## src/rtl/approx_pkg.sv

```systemverilog
// approx_pkg: shared types and width-derivation helpers for the approximate
// Laplacian subtract core (approx_laplace_sub_seq).
package approx_pkg;

   // Control states of the sequential subtract core.
   typedef enum logic [1:0] {
      IDLE = 2'd0,
      SUB  = 2'd1,
      DONE = 2'd2
   } state_e;

   // Number of bits needed to express a multiply by n_terms as a shift.
   function automatic int calc_lg(input int n_terms);
      return $clog2(n_terms);
   endfunction

   // Accumulator/result width: pixel width, plus headroom for the
   // N_TERMS*center term, plus one sign bit.
   function automatic int calc_aw(input int width, input int n_terms);
      return width + calc_lg(n_terms) + 1;
   endfunction

endpackage

```

## src/rtl/approx_laplace_sub_seq_if.sv

```systemverilog
// approx_laplace_sub_seq_if: input-window and result handshake bundle.
// The master side (window buffer / thresholding stage) drives the window and
// out_ready; the slave side (the core) drives in_ready and the result.
interface approx_laplace_sub_seq_if
   import approx_pkg::*;
#(
   parameter int WIDTH   = 8,
   parameter int N_TERMS = 4
) ();

   localparam int AW = calc_aw(WIDTH, N_TERMS);

   logic                       in_valid;
   logic                       in_ready;
   logic [WIDTH-1:0]           center;
   logic [N_TERMS*WIDTH-1:0]   neighbors;
   logic                       out_valid;
   logic                       out_ready;
   logic [AW-1:0]              result;
   logic [AW-1:0]              err;

   modport master (
      output in_valid,
      output center,
      output neighbors,
      output out_ready,
      input  in_ready,
      input  out_valid,
      input  result,
      input  err
   );

   modport slave (
      input  in_valid,
      input  center,
      input  neighbors,
      input  out_ready,
      output in_ready,
      output out_valid,
      output result,
      output err
   );

endinterface

```

## src/rtl/approx_rb_subtractor.sv

```systemverilog
// approx_rb_subtractor: combinational ripple-borrow subtractor d = a - b.
// The low W-APPROX_BITS cells are full subtractors; the top APPROX_BITS
// cells ignore their incoming borrow (d = a ^ b). The final borrow-out is
// dropped, so the difference wraps mod 2^W. APPROX_BITS = 0 gives an exact
// subtractor.
module approx_rb_subtractor #(
   parameter int W           = 11,
   parameter int APPROX_BITS = 1
) (
   input  logic [W-1:0] a,
   input  logic [W-1:0] b,
   output logic [W-1:0] d
);

   // Running borrow between cells; only the exact cells consume it.
   logic borrow_s;

   // Ripple the borrow LSB-first through the cell chain.
   always_comb begin
      d        = {W{1'b0}};
      borrow_s = 1'b0;
      for (int k = 0; k < W; k++) begin
         if (k < W - APPROX_BITS) begin
            d[k]     = a[k] ^ b[k] ^ borrow_s;
            borrow_s = (~a[k] & b[k]) | (~(a[k] ^ b[k]) & borrow_s);
         end else begin
            // Approximate cell: incoming borrow is discarded.
            d[k]     = a[k] ^ b[k];
            borrow_s = ~a[k] & b[k];
         end
      end
   end

endmodule

```

## src/rtl/approx_laplace_sub_seq.sv

```systemverilog
// approx_laplace_sub_seq: sequential approximate Laplacian core.
// Computes N_TERMS*center - sum(neighbors) with one ripple-borrow subtraction
// per cycle; the top APPROX_BITS subtractor cells are approximate.
// Optional feature macro: APPROX_ERR_MON_EN -- when defined, an exact
// accumulator runs in lockstep and err reports exact minus approximate
// (mod 2^AW); when undefined, err is tied to zero.
module approx_laplace_sub_seq
   import approx_pkg::*;
#(
   parameter int WIDTH       = 8,
   parameter int N_TERMS     = 4,
   parameter int APPROX_BITS = 1
) (
   input  logic                     clk,
   input  logic                     rst,
   approx_laplace_sub_seq_if.slave  bus
);

   localparam int LG  = calc_lg(N_TERMS);
   localparam int AW  = calc_aw(WIDTH, N_TERMS);
   localparam int NBW = N_TERMS * WIDTH;

   state_e           state_q, state_d;
   logic [AW-1:0]    acc_q, acc_d;
   logic [NBW-1:0]   terms_q, terms_d;
   logic [LG-1:0]    idx_q, idx_d;

   logic [AW-1:0]    center_ext_s;
   logic [AW-1:0]    seed_s;
   logic [AW-1:0]    term_s;
   logic [AW-1:0]    approx_diff_s;
   logic             accept_s;

   // N_TERMS*center is a left shift of the zero-extended center pixel.
   assign center_ext_s = {{(LG + 1){1'b0}}, bus.center};
   assign seed_s       = center_ext_s << LG;
   assign accept_s     = (state_q == IDLE) && bus.in_valid;

   // Neighbor currently being subtracted, zero-extended to the accumulator.
   assign term_s = {{(AW - WIDTH){1'b0}}, terms_q[idx_q*WIDTH +: WIDTH]};

   approx_rb_subtractor #(
      .W           (AW),
      .APPROX_BITS (APPROX_BITS)
   ) u_approx_sub (
      .a (acc_q),
      .b (term_s),
      .d (approx_diff_s)
   );

   // Next-state and datapath-update decode for the IDLE/SUB/DONE sequence.
   always_comb begin
      state_d = state_q;
      acc_d   = acc_q;
      terms_d = terms_q;
      idx_d   = idx_q;
      case (state_q)
         IDLE: begin
            if (bus.in_valid) begin
               acc_d   = seed_s;
               terms_d = bus.neighbors;
               idx_d   = {LG{1'b0}};
               state_d = SUB;
            end else begin
               state_d = IDLE;
            end
         end
         SUB: begin
            acc_d = approx_diff_s;
            idx_d = idx_q + 1'b1;
            if (idx_q == LG'(N_TERMS - 1)) begin
               state_d = DONE;
            end else begin
               state_d = SUB;
            end
         end
         DONE: begin
            // Result is held until the downstream stage takes it.
            if (bus.out_ready) begin
               state_d = IDLE;
            end else begin
               state_d = DONE;
            end
         end
         default: begin
            state_d = IDLE;
         end
      endcase
   end

   // State, accumulator, term latch and index registers.
   always_ff @(posedge clk) begin
      if (rst) begin
         state_q <= IDLE;
         acc_q   <= {AW{1'b0}};
         terms_q <= {NBW{1'b0}};
         idx_q   <= {LG{1'b0}};
      end else begin
         state_q <= state_d;
         acc_q   <= acc_d;
         terms_q <= terms_d;
         idx_q   <= idx_d;
      end
   end

   assign bus.in_ready  = (state_q == IDLE);
   assign bus.out_valid = (state_q == DONE);
   assign bus.result    = acc_q;

`ifdef APPROX_ERR_MON_EN
   logic [AW-1:0] exact_q, exact_d;
   logic [AW-1:0] exact_diff_s;
   logic [AW-1:0] err_q, err_d;

   approx_rb_subtractor #(
      .W           (AW),
      .APPROX_BITS (0)
   ) u_exact_sub (
      .a (exact_q),
      .b (term_s),
      .d (exact_diff_s)
   );

   // Exact accumulator follows the same seed/subtract schedule as acc.
   always_comb begin
      exact_d = exact_q;
      case (state_q)
         IDLE: begin
            if (accept_s) begin
               exact_d = seed_s;
            end else begin
               exact_d = exact_q;
            end
         end
         SUB: begin
            exact_d = exact_diff_s;
         end
         DONE: begin
            exact_d = exact_q;
         end
         default: begin
            exact_d = exact_q;
         end
      endcase
      err_d = exact_d - acc_d;
   end

   // Exact accumulator and registered error output.
   always_ff @(posedge clk) begin
      if (rst) begin
         exact_q <= {AW{1'b0}};
         err_q   <= {AW{1'b0}};
      end else begin
         exact_q <= exact_d;
         err_q   <= err_d;
      end
   end

   assign bus.err = err_q;
`else
   assign bus.err = {AW{1'b0}};
`endif

endmodule
```

## src/flat_wrapper.sv

```systemverilog
// flat-port wrapper written by rule: the top's interface ports become plain ports
module approx_laplace_sub_seq_flat import approx_pkg::*;
#(
   parameter int WIDTH       = 8,
   parameter int N_TERMS     = 4,
   parameter int APPROX_BITS = 1
)
  (clk, rst, bus_in_valid, bus_center, bus_neighbors, bus_out_ready, bus_in_ready, bus_out_valid, bus_result, bus_err);
  approx_laplace_sub_seq_if #(.WIDTH(WIDTH), .N_TERMS(N_TERMS)) bus_i ();
  input  logic clk;
  input  logic rst;
  input wire logic [$bits(bus_i.in_valid)-1:0] bus_in_valid;
  input wire logic [$bits(bus_i.center)-1:0] bus_center;
  input wire logic [$bits(bus_i.neighbors)-1:0] bus_neighbors;
  input wire logic [$bits(bus_i.out_ready)-1:0] bus_out_ready;
  output wire logic [$bits(bus_i.in_ready)-1:0] bus_in_ready;
  output wire logic [$bits(bus_i.out_valid)-1:0] bus_out_valid;
  output wire logic [$bits(bus_i.result)-1:0] bus_result;
  output wire logic [$bits(bus_i.err)-1:0] bus_err;
  assign bus_i.in_valid = bus_in_valid;
  assign bus_i.center = bus_center;
  assign bus_i.neighbors = bus_neighbors;
  assign bus_i.out_ready = bus_out_ready;
  assign bus_in_ready = bus_i.in_ready;
  assign bus_out_valid = bus_i.out_valid;
  assign bus_result = bus_i.result;
  assign bus_err = bus_i.err;
  approx_laplace_sub_seq #(.WIDTH(WIDTH), .N_TERMS(N_TERMS), .APPROX_BITS(APPROX_BITS)) u_core (.clk(clk), .rst(rst), .bus(bus_i));
endmodule
```

## config.mk

```make
export PLATFORM = sky130hd
export DESIGN_NAME = approx_laplace_sub_seq_flat
export DESIGN_NICKNAME = d
export VERILOG_FILES = /design/src/rtl/approx_pkg.sv /design/src/rtl/approx_laplace_sub_seq_if.sv /design/src/rtl/approx_rb_subtractor.sv /design/src/rtl/approx_laplace_sub_seq.sv /design/src/flat_wrapper.sv
export SDC_FILE = /design/constraint.sdc
export NUM_CORES = 1
export LEC_CHECK = 0
export CAP_MARGIN = 20
export CORE_MARGIN = 10
export CORE_UTILIZATION = 35
export DETAILED_ROUTE_END_ITERATION = 12
export GPL_TIMING_DRIVEN = 0
export PLACE_DENSITY = 0.6
export SLEW_MARGIN = 25
export SYNTH_ARGS = -nofsm -noshare
export SYNTH_HDL_FRONTEND = slang
export SYNTH_SLANG_ARGS = --single-unit
```

## constraint.sdc

```tcl
create_clock -name clk -period 11.57 [get_ports clk]
set_input_delay 1.7355 -clock clk [delete_from_list [all_inputs] [get_ports clk]]
set_output_delay 1.7355 -clock clk [all_outputs]
set_load 0.1 [all_outputs]
```

==> impl_metrics.ini <==
[run_status]
status = finished clean

[synth]
syn_area_um2 = 2273
ys_seq_elements = 46
synthTopCellsByArea = dfxtp_1, nand2_1, a21oi_1
ys_warn_count = 0
syn_inst = 254
ys_types = 25
yosys.area.top_type = dfxtp_1
yosysSeqAreaShare_pct = 40.51
synth_top_cell_area_share_pct = 40.51
avgSynthCellArea_um2 = 8.951

[timing]
min_period_ps = 4807
fmax_mhz = 208.0
relSlewSlack_pct = 34.29
fin_crit_sh_pct = 41.55
setup_violations = 0
slew_viol_final = 0
fin_ws_ps = 6763
worst_pin_slew_ps = 982.6
grt_setup_unrepaired = no
clock_skew_ps = 6.111
finalSetupTns_ps = 0
hold_violations = 0

[route]
drtPass1Iterations = 4
drc_errors = 0
vias = 1864
antenna_left = 0
vias_per_cell = 4.625
drt_iter0_markers = 60
post_drt_wl_per_cell_um = 14.27
drt_wl_total_mm = 5.749

[placed_design]
dp_hpwl_mm = 4.495
gp_congestion = 0.7586
io_buffers = 54
pre_cts_slack_ps = 6791

[final_layout]
final_cell_mix = nand2_1, clkdlybuf4s50_1, dfxtp_1
regArea_um2 = 920.9
drive_gt1_share_pct = 14.42
layout.nets = 380
n_antenna_cell = 0
multi_input_comb_area_um2 = 1145
area_delta_synth_final_pct = 33.19
fill_cells = 672
layout_commonest_cell = nand2_1

[clocking]
ctsRootBufferMaster = clkbuf_8
numCtsBuffers = 5
cts_tree = yes
cts_sinks = 46
cts_buffer_depth = 2
postCtsSetupBuffers = 0
path_clk_slew_ps = 80
clk_latency_ps = 300
htree_num_levels = 2
ctsResizeCount = 0
cts_hold_buf = 0

[power_and_ir_drop]
comb_power_share_pct = 32.6
switching_share_pct = 35.50
p_leak_nw = 1.194
intPower_w = 0.0002568
clock_power_share_pct = 23.4
switchingPower_w = 0.0001413
p_per_area_nw_per_um2 = 131.5
ir_drop_uv = 62.98
seqPwrFrac_pct = 44.0

[hold_path]
whs_endpoint = u_core.terms_q[12]
hold_path_class = reg2reg
min_path_cells = 2
worstHoldStart = u_core.terms_q[12]

[setup_path]
cp_top_family = adder cells
reg2reg_depth = 16
worstPathRequired_ps = 11770
path_max_fanout = 9
cp_common_cell = fa_1
worstPathCellList = buf_2, mux4_2, ha_1, inv_1, fa_1, inv_1, fa_1, fa_1, fa_1, fa_1, fa_1, fa_1, ha_1, nand3b_1, o21ai_0, a221oi_1
cpPeakStageDelay_ps = 560
r2r_slack_ps = 6760
endpoint_kind = flip-flop
crit_buf_inv = 3
crit_arrival_ps = 5010
critPathKind = reg2reg
reg2reg_to = u_core.bus.result[9]
slowest_stage = mux4_2
r2r_start = u_core.idx_q[0]
start_kind = flip-flop

[global_routing]
overflow = 0
antenna_found_initial = 0
grt_usage_pct = 11.44
grt_max_degree = 13
grt_pass1_wl_mm = 9.480
grt_pass1_vias = 1918

[floorplan]
fp.dieArea_um2 = 10120
num_rows = 29
die_w_um = 100.6
start_util_pct = 36.01
die_h_um = 100.6
fp.coreArea_um2 = 6314
ios = 68

[job]
max-cap-violations = 0
[through the flow]
step / instance area, µm² / utilization (%) / total power, W / hold slack, ps / instances
final: 3028 / 47.96 / 0.0003981 / 458.6 / 403
after global placement: 2952 / 46.75 / 0.0003081 / 439.1 / 396
after CTS: 3028 / 47.96 / 0.0004013 / 458.2 / 403
after global routing: 3028 / 47.96 / 0.0004185 / 475.8 / 403
after floorplan: 2315 / - / 0.0002731 / 433.1 / 265
after detailed placement: 2952 / 46.75 / 0.0003093 / 447.0 / 396
[worst max-delay path by stage]
stage          depth (start not counted)            start  slack (ps)              endpoint
6_report                              16  u_core.idx_q[0]        6760  u_core.bus.result[9]
5_1_grt                               16  u_core.idx_q[0]        6530  u_core.bus.result[9]
4_1_cts                               16  u_core.idx_q[0]        6760  u_core.bus.result[8]
3_5_place_dp                          16  u_core.idx_q[0]        6790  u_core.bus.result[8]
3_3_place_gp                          16  u_core.idx_q[0]        6800  u_core.bus.result[9]
2_1_floorplan                         16  u_core.idx_q[0]        7120  u_core.bus.result[9]
[area by class of cell]
| cell class | instances | area share (%) |
|---|---|---|
| Multi-Input combinational cell | 175 | 37.81 |
| Sequential cell | 46 | 30.41 |
| Timing Repair Buffer | 54 | 17.85 |
| Buffer | 30 | 6.488 |
| Tap cell | 77 | 3.182 |
| Clock buffer | 7 | 2.521 |
| Inverter | 14 | 1.736 |
[worst register-to-register path, delay by kind of cell (launching register included)]
family | cells | cell delay, ps
fa+ha+maj | 9 | 2960
mux | 1 | 560
buf+inv | 3 | 430
flops | 1 | 340
compound gates | 2 | 340
simple gates | 1 | 70
[layer usage]
metal | GRT usage, % | routed length, µm | part of all wire [%] | up-vias
li1 | - | - | - | 962
met1 | 15.02 | 2789 | 49 | 834
met2 | 17.15 | 2411 | 42 | 61
met3 | 3.909 | 488 | 8.5 | 7
met4 | 3.587 | 59 | 1.0 | 0
met5 | 0 | 0 | 0 | -
[synth_stat cells]
cell,number
nor2_1,6
buf_4,12
buf_2,7
ha_1,3
or3b_1,8
nor3b_2,1
nor2b_1,1
nand2_2,10
nand2_1,61
a221oi_1,1
o21bai_1,2
fa_1,7
a21oi_1,39
mux2i_1,1
dfxtp_1,46
buf_6,4
mux4_2,8
conb_1,1
o21ai_0,1
a22oi_1,4
nand3b_1,1
and2b_1,1
inv_1,14
a211oi_1,8
clkbuf_1,7
[power groups by stage]
stage	clock (W)	combinational [W]	sequential, W
after floorplan	0	0.0000672	0.000206
after global placement	0	0.000129	0.000179
after detailed placement	0	0.000130	0.000179
after CTS	0.0000953	0.000131	0.000175
after global routing	0.000101	0.000141	0.000176
final	0.0000932	0.000130	0.000175
[state kept, by name (all words and copies together) (netlist names)]
register           cells
u_core.state_q         2
u_core.idx_q           2
u_core.terms_q        32
u_core.bus.result     10
[kinds of logic (layout without fill, tap and decap cells)]
| family | Yosys count | after routing | synth area share [%] |
|---|---|---|---|
| other cells | 1 | 12 | 0.1649 |
| flops | 46 | 46 | 40.51 |
| fa+ha+maj | 10 | 10 | 7.815 |
| simple gates | 89 | 89 | 18.38 |
| mux | 9 | 9 | 8.365 |
| buf+inv | 44 | 105 | 10.95 |
| compound gates | 55 | 55 | 13.81 |
Note: power is estimated with default switching activity, not from simulation.
